`src/rtl/pipe_stage_elastic_pkg.sv`:
```
// Shared definitions for the elastic pipeline stage: occupancy state encoding
// and the default bubble control pattern, also consumed by the hazard unit.
package pipe_stage_elastic_pkg;

  typedef enum logic [1:0] {
    ST_EMPTY = 2'd0,
    ST_ONE   = 2'd1,
    ST_FULL  = 2'd2
  } pipe_state_e;

  localparam logic [15:0] DEFAULT_BUBBLE_CTRL = 16'h0000;

  function automatic logic is_occupied(input pipe_state_e s);
    return (s != ST_EMPTY);
  endfunction

endpackage

```
`src/rtl/pipe_stage_elastic_slot.sv`:
```
// One storage slot of the elastic stage: a load-enabled register with an
// asynchronous reset to a caller-chosen value.
module pipe_slot #(
  parameter int unsigned      W       = 48,
  parameter logic [W-1:0]     RST_VAL = '0
) (
  input  logic         clk,
  input  logic         rst,
  input  logic         load_en,
  input  logic [W-1:0] d,
  output logic [W-1:0] q
);

  logic [W-1:0] slot_q;
  logic [W-1:0] slot_d;

  always_comb begin
    slot_d = slot_q;
    if (load_en) slot_d = d;
  end

  always_ff @(posedge clk or posedge rst) begin
    if (rst) slot_q <= RST_VAL;
    else     slot_q <= slot_d;
  end

  assign q = slot_q;

endmodule

```
`src/rtl/pipe_stage_elastic.sv`:
```
// Elastic pipeline stage with a main slot driving the outputs and a skid slot
// that absorbs the one entry accepted while downstream stalls.
module pipe_stage_elastic
  import pipe_stage_elastic_pkg::*;
#(
  parameter int unsigned          DATA_W      = 32,
  parameter int unsigned          CTRL_W      = 16,
  parameter logic [CTRL_W-1:0]    BUBBLE_CTRL = CTRL_W'(DEFAULT_BUBBLE_CTRL),
  parameter int unsigned          CNT_W       = 16
) (
  input  logic              clk,
  input  logic              rst,
  input  logic              flush,
  input  logic              in_valid,
  output logic              in_ready,
  input  logic [DATA_W-1:0] in_data,
  input  logic [CTRL_W-1:0] in_ctrl,
  output logic              out_valid,
  input  logic              out_ready,
  output logic [DATA_W-1:0] out_data,
  output logic [CTRL_W-1:0] out_ctrl,
  output logic [CNT_W-1:0]  flush_cnt,
  output logic [1:0]        dbg_state
);

  localparam int unsigned SW = DATA_W + CTRL_W;
  localparam logic [SW-1:0] SLOT_RST = {{DATA_W{1'b0}}, BUBBLE_CTRL};

  // Handshake: a transfer happens on a rising edge where valid and ready are
  // both high; valid never waits on ready, and in_ready depends only on the
  // registered full flag and flush, so no combinational path runs in -> out.

  pipe_state_e        state_q, state_d;
  logic               in_rdy_q, in_rdy_d;
  logic [CNT_W-1:0]   flush_cnt_q, flush_cnt_d;

  logic               main_ld, skid_ld;
  logic [SW-1:0]      main_d, main_q, skid_q;
  logic               in_fire, out_fire;

  assign in_ready  = in_rdy_q & ~flush;
  assign out_valid = is_occupied(state_q);
  assign in_fire   = in_valid & in_ready;
  assign out_fire  = out_valid & out_ready;

  always_comb begin
    state_d     = state_q;
    flush_cnt_d = flush_cnt_q;
    main_ld     = 1'b0;
    skid_ld     = 1'b0;
    main_d      = main_q;
    if (flush) begin
      // Squash to bubble but keep the last payload on out_data.
      state_d = ST_EMPTY;
      main_ld = 1'b1;
      main_d  = {main_q[SW-1:CTRL_W], BUBBLE_CTRL};
      if (is_occupied(state_q) && (flush_cnt_q != {CNT_W{1'b1}}))
        flush_cnt_d = flush_cnt_q + 1'b1;
    end else begin
      case (state_q)
        ST_EMPTY: begin
          if (in_fire) begin
            state_d = ST_ONE;
            main_ld = 1'b1;
            main_d  = {in_data, in_ctrl};
          end
        end
        ST_ONE: begin
          if (in_fire && out_fire) begin
            main_ld = 1'b1;
            main_d  = {in_data, in_ctrl};
          end else if (in_fire) begin
            state_d = ST_FULL;
            skid_ld = 1'b1;
          end else if (out_fire) begin
            state_d = ST_EMPTY;
            main_ld = 1'b1;
            main_d  = {main_q[SW-1:CTRL_W], BUBBLE_CTRL};
          end
        end
        ST_FULL: begin
          if (out_fire) begin
            state_d = ST_ONE;
            main_ld = 1'b1;
            main_d  = skid_q;
          end
        end
        default: state_d = ST_EMPTY;
      endcase
    end
    in_rdy_d = (state_d != ST_FULL);
  end

  // in_rdy_q resets low so in_ready rises on the first edge after release.
  always_ff @(posedge clk or posedge rst) begin
    if (rst) begin
      state_q     <= ST_EMPTY;
      in_rdy_q    <= 1'b0;
      flush_cnt_q <= '0;
    end else begin
      state_q     <= state_d;
      in_rdy_q    <= in_rdy_d;
      flush_cnt_q <= flush_cnt_d;
    end
  end

  pipe_slot #(.W(SW), .RST_VAL(SLOT_RST)) u_main (
    .clk     (clk),
    .rst     (rst),
    .load_en (main_ld),
    .d       (main_d),
    .q       (main_q)
  );

  pipe_slot #(.W(SW), .RST_VAL(SLOT_RST)) u_skid (
    .clk     (clk),
    .rst     (rst),
    .load_en (skid_ld),
    .d       ({in_data, in_ctrl}),
    .q       (skid_q)
  );

  assign out_data  = main_q[SW-1:CTRL_W];
  assign out_ctrl  = main_q[CTRL_W-1:0];
  assign flush_cnt = flush_cnt_q;
  assign dbg_state = state_q;

endmodule

```
`config.mk`:
```
export PLATFORM = sky130hd
export DESIGN_NAME = pipe_stage_elastic
export DESIGN_NICKNAME = d
export VERILOG_FILES = /design/src/rtl/pipe_stage_elastic_pkg.sv /design/src/rtl/pipe_stage_elastic_slot.sv /design/src/rtl/pipe_stage_elastic.sv
export SDC_FILE = /design/constraint.sdc
export NUM_CORES = 1
export LEC_CHECK = 0
export ABC_AREA = 0
export BUFFER_PORTS_ARGS = -buffer_cell sky130_fd_sc_hd__buf_2
export CAP_MARGIN = 0
export CORE_MARGIN = 5
export CORE_UTILIZATION = 54
export DETAILED_ROUTE_END_ITERATION = 8
export GPL_ROUTABILITY_DRIVEN = 0
export PLACE_DENSITY = 0.79
export REMOVE_ABC_BUFFERS = 1
export SLEW_MARGIN = 20
export SYNTH_ARGS = -nofsm -noshare
export SYNTH_HDL_FRONTEND = slang
export SYNTH_SLANG_ARGS = --single-unit
```
`constraint.sdc`:
```
create_clock -name clk -period 4 [get_ports clk]
set_input_delay 0.4 -clock clk [delete_from_list [all_inputs] [get_ports clk]]
set_output_delay 0.4 -clock clk [all_outputs]
set_load 0.05 [all_outputs]
```
Yosys cells after proc, flatten, opt, wreduce, memory -nomap -nowiden
Index checks and enable logic that the tools add are counted.
{"block": "totals", "reg_bits": 115, "inputBits": 53, "output_inout_bits": 68, "elab_cells": 54}
{"block": "classes", "add_sub_neg": 1, "n_eq_ne": 11, "muxes": 23, "n_bitwise": 4, "n_reduce_logical": 9}
{"operator": "$mux W48", "count": 3}
{"operator": "$pmux W48 S3", "count": 1}
{"operator": "$mux W16", "count": 3}
{"operator": "$add A16 B1 Y16 const B", "count": 1}
{"operator": "$ne A16 B16 Y1 const B", "count": 1}
{"operator": "$mux W2", "count": 6}
{"operator": "$reduce_and A6 Y1", "count": 2}
{"operator": "$mux W1", "count": 8}
{"operator": "$ne A2 B2 Y1 const B", "count": 4}
{"operator": "$ne A4 B4 Y1 const B", "count": 2}
{"operator": "$ne A3 B3 Y1 const B", "count": 2}
{"operator": "$pmux W2 S3", "count": 1}
{"operator": "$reduce_bool A4 Y1", "count": 1}
{"operator": "$and A1 B1 Y1", "count": 3}
{"operator": "$pmux W1 S3", "count": 1}
{"operator": "$reduce_bool A3 Y1", "count": 1}
{"operator": "$eq A2 B1 Y1 const B", "count": 1}
{"operator": "$eq A2 B2 Y1 const B", "count": 1}
{"operator": "$logic_and A1 B1 Y1", "count": 2}
{"operator": "$logic_not A2 Y1", "count": 1}
{"operator": "$reduce_and A2 Y1", "count": 1}
{"operator": "$reduce_bool A2 Y1", "count": 1}
{"operator": "$not A1 Y1", "count": 1}

Longest topological paths before layout
{"block": "logic_depth", "word_depth": 8, "mapped_depth": 8, "ltp_nobuf": 7}

Cells and area by module
A second synthesis with hierarchy kept.
{"block": "unflattened", "hier_cells": 486, "hier_area_um2": 6035.8}
{"mod": "pipe_slot", "n_inst": 2, "cells_each": 102, "area_per_inst_um2": 1864.3, "seq_area_each_um2": 1201.2}
{"mod": "pipe_stage_elastic", "n_inst": 1, "cells_each": 282, "area_per_inst_um2": 2307.2, "seq_area_each_um2": 475.5}

Worst setup path before layout
Ideal clock, no wire load.
{"block": "synth_path", "kind": "flip-flop to flip-flop", "startpoint": "reg state_q[0] (netlist: dbg_state[0])", "endpoint": "reg u_main.slot_q[9] (netlist: u_main.q[9])", "setup_time_ns": 0.128, "arrival_ns": 2.350, "required_time_ns": 3.872, "setup_slack_ns": 1.523, "stages_incl_launch_ff": 9, "path_buffers": 1, "synth_period_minus_slack_ns": 2.477, "cell_sequence": "dfrtp_1 > inv_1 > ha_1 > inv_1 > o22ai_2 > a21oi_1 > nor3_4 > buf_8 > mux2_1"}
{"block": "synth_via", "elab_chain_len": 8, "elab_cells_between_ends": 20, "cone_classes": "6 x eq/ne; 8 x mux; 1 x bitwise; 5 x reduce/logical"}
{"item": "start, declared", "line_no": "pipe_stage_elastic.sv:33", "rtl": "pipe_state_e state_q, state_d;"}
{"item": "start signal, assigned", "line_no": "pipe_stage_elastic.sv:101", "rtl": "state_q <= state_d;"}
{"item": "$reduce_bool A2 Y1 (*)", "line_no": "pipe_stage_elastic_pkg.sv:14", "rtl": "return (s != ST_EMPTY);"}
{"item": "via out_valid", "line_no": "pipe_stage_elastic.sv:18", "rtl": "output logic out_valid,"}
{"item": "$and A1 B1 Y1 (*)", "line_no": "pipe_stage_elastic.sv:44", "rtl": "assign out_fire = out_valid & out_ready;"}
{"item": "$mux W1", "line_no": "pipe_stage_elastic.sv:75, pipe_stage_elastic.sv:82"}
{"item": "$mux W1", "line_no": "pipe_stage_elastic.sv:72", "rtl": "end else if (in_fire) begin"}
{"item": "$mux W1", "line_no": "pipe_stage_elastic.sv:69", "rtl": "if (in_fire && out_fire) begin"}
{"item": "$pmux W1 S3", "line_no": "pipe_stage_elastic.sv:60", "rtl": "case (state_q)"}
{"item": "$mux W1", "line_no": "pipe_stage_elastic.sv:52", "rtl": "if (flush) begin"}
{"item": "$reduce_and A6 Y1 (no source line)"}
{"item": "end signal, assigned", "line_no": "pipe_stage_elastic_slot.sv:24", "rtl": "else slot_q <= slot_d;"}
{"item": "end, declared", "line_no": "pipe_stage_elastic_slot.sv:14", "rtl": "logic [W-1:0] slot_q;"}
Mark *: on every way through the listed nets, which the timed path passes. The rest lies on a longest branch. The select of a mux whose other input is x is not followed.
A chain may end at the register's enable or synchronous reset.

Worst setup path in the final report
{"block": "layout_path", "startpoint": "reg state_q[1] (netlist: dbg_state[1])", "endpoint": "reg u_main.slot_q[13] (netlist: u_main.q[13])"}
{"block": "layout_via", "elab_chain_len": 8, "elab_cells_between_ends": 20, "cone_classes": "6 x eq/ne; 8 x mux; 1 x bitwise; 5 x reduce/logical"}
{"item": "$reduce_bool A2 Y1", "line_no": "pipe_stage_elastic_pkg.sv:14"}
{"item": "$and A1 B1 Y1", "line_no": "pipe_stage_elastic.sv:44"}
{"item": "$mux W1", "line_no": "pipe_stage_elastic.sv:75, pipe_stage_elastic.sv:82"}
{"item": "$mux W1", "line_no": "pipe_stage_elastic.sv:72"}
{"item": "$mux W1", "line_no": "pipe_stage_elastic.sv:69"}
{"item": "$pmux W1 S3", "line_no": "pipe_stage_elastic.sv:60"}
{"item": "$mux W1", "line_no": "pipe_stage_elastic.sv:52"}
{"item": "$reduce_and A6 Y1 (no source line)"}
Parallel ways exist; a longest one is shown, timed or not. The select of a mux whose other input is x is not followed.

==> metrics <==
worst slew pin tran=1090 ps; Yosys cell types=43; routed wire length=11800 um; Max Cap Viol=0; Final nets=607; CTS Hold Buffers Added=1; initial antenna violation count=0; R2R Setup Slk=1230 ps; Starting Density=0.554; first-pass GRT wire length=19600 um; layout cells sized above 1=0.414; Final Core Density=0.696; Post-CTS Setup Inserts=0; worst-case clock buffer depth=2; vias in the first global route=3968; outcome=finished, final reports clean; synthesized flop and latch total=115; H-tree levels=4; Worst Path Required=4370 ps; Synth Instances=428; # rows=35; Post-synth EDFFs=0; die span in x=108 um; largest net degree at the start of global routing=63; Cells after DPL=657; PostCTS Resize Cnt=0; Final TNS setup=0 ps; CTS Buf Count=17; Clock Latency Late Sink=490 ps; drt drc=0; IO Pins=121; CTS sink count=115; GRT Util Overall=0.214; endpoints failing hold=0; pins over their slew limit=0; aggregate global routing overflow=0; Die H=108 um; arrival time worst endpoint=3150 ps; LEAKAGE=3.22 nW; Reg clk slew, reported paths=60 ps; DR vias=3838; Max-slew headroom=0.275; Routed WL per cell=17.1 um; worst hold path class=input port to register; DP HPWL=7840 um; Final Critical Period=2770 ps; Worst IR Drop VDD=0.366 mV; syn avg cell area=12.0 sq um; die footprint=11600 sq um; DR iter-0 viols=179; sequential cell area fraction in the yosys report=0.559; mapped cell area=5140 sq um; yosys warns=0; pwr dens=665 nW/um^2; ant diodes=0; PortBufs=120; critical path class=register to register; top_reg_cell synth=dfrtp_1; async set-reset flop share out of synthesis=1.00; final setup violation count=0; endpoint type of the worst setup path=register; startpoint types=register; CTS Root Cell=clkbuf_8; period utilisation layout=0.693; DR vias/cell=5.56; DRT Pass-1 Iters=4; CTS tree=built; overall power=0.00430 W; Area Overhead vs Synth=25.7%; unrepaired setup endpoints after global routing=no; ANT nets after route=0; Max Freq=0.361 GHz; Cell Count, Final, Fillers Out=690; Worst Clk Skew=9.60 ps; Max FO, Critical Path=16; Core ar.=9280 sq um
-- critical path: stages, from the launching register on --
cell	delay [ps]
dfrtp_1	470
inv_1	130
ha_1	210
nand2b_1	240
nor2_2	250
nor4_2	100
nor3_4	830
mux2_2	420
-- cells by family (layout without fill, tap and decap cells) --
group / after synthesis / in the layout / share of synthesized area
AO/OA/AOI/OAI: 95 / 95 / 0.126
XOR/XNOR: 13 / 13 / 0.0221
adder cells (fa/ha/maj): 6 / 6 / 0.0146
buffers and inverters: 34 / 167 / 0.0316
flip-flops: 115 / 115 / 0.559
multiplexers: 67 / 67 / 0.153
AND/OR/NAND/NOR: 98 / 98 / 0.0934
-- state kept, by name (all words and copies together) (netlist names) --
signal,cells
dbg_state,2
flush_cnt,16
in_rdy_q,1
u_main.q,48
u_skid.q,48
-- area by class of cell --
cell class | count | area (sq um)
Clock buffer | 22 | 453
Sequential cell | 115 | 2880
Multi-Input combinational cell | 279 | 2130
Fill cell | 690 | 2820
Timing Repair Buffer | 127 | 656
Inverter | 8 | 32.5
Clock inverter | 10 | 155
Tap cell | 129 | 161
-- power breakdown --
part	total (W)	switching [W]	internal, W	leakage (nW)
Combinational	0.00114	0.000793	0.000347	1.45
Sequential	0.00162	0.000175	0.00144	1.48
Clock	0.00154	0.000503	0.00104	0.295
-- cell usage in the layout, fill, tap and decap left out, types with 9 or more instances in the layout --
cell and n:
buf_2 120, dfrtp_1 115, mux2_2 57, a22oi_1 48, nand2_1 41, nor2_1 26, o21ai_1 18, o21ai_0 17
clkbuf_16 16, mux2_4 9
-- cell usage after synthesis, types with 2 or more instances --
library cell  number  share of area
dfrtp_1          115           0.56
mux2_2            57           0.12
a22oi_1           48          0.070
nand2_1           41          0.030
nor2_1            26          0.019
o21ai_1           18          0.018
o21ai_0           17          0.017
clkbuf_1          15          0.011
mux2_4             9          0.026
inv_1              8         0.0058
nand4_1            8         0.0097
xnor2_1            8          0.014
buf_2              7         0.0068
ha_1               6          0.015
xor2_1             5         0.0085
nor3_1             4         0.0039
a21oi_1            3         0.0029
nand2b_1           3         0.0036
nand3_1            3         0.0029
and4_1             2         0.0034
buf_4              2         0.0029
nor2b_1            2         0.0024
-- final timing paths --
path                                endpoint         start  cells past startpoint
worst max-delay path            u_main.q[13]  dbg_state[1]                      7
worst min-delay path            u_skid.q[31]   in_data[15]                      2
worst max register to register  u_main.q[13]  dbg_state[1]                      7
worst min register to register  u_main.q[42]  u_main.q[42]                      2
max in group asynchronous       u_skid.q[19]           rst                      4
min in group asynchronous       flush_cnt[5]           rst                      3
-- per-stage QoR --
step                      cell area [sq um]  hold slack, ps  setup slack [ps]
after detailed placement               5850             425              1280
after floorplan                        5010             473               444
after global placement                 5850             421              1410
final                                  6470             154              1230
after CTS                              6470             127              1250
after global routing                   6470             127               999
-- layer usage --
metal | track usage | vias to the layer above | share of wire
li1 | - | 1776 | -
met1 | 0.292 | 1937 | 0.45
met2 | 0.340 | 118 | 0.49
met3 | 0.0570 | 7 | 0.055
met4 | 0.0568 | 0 | 0.0065
met5 | 0 | - | 0
Note: power is estimated with default switching activity, not from simulation.
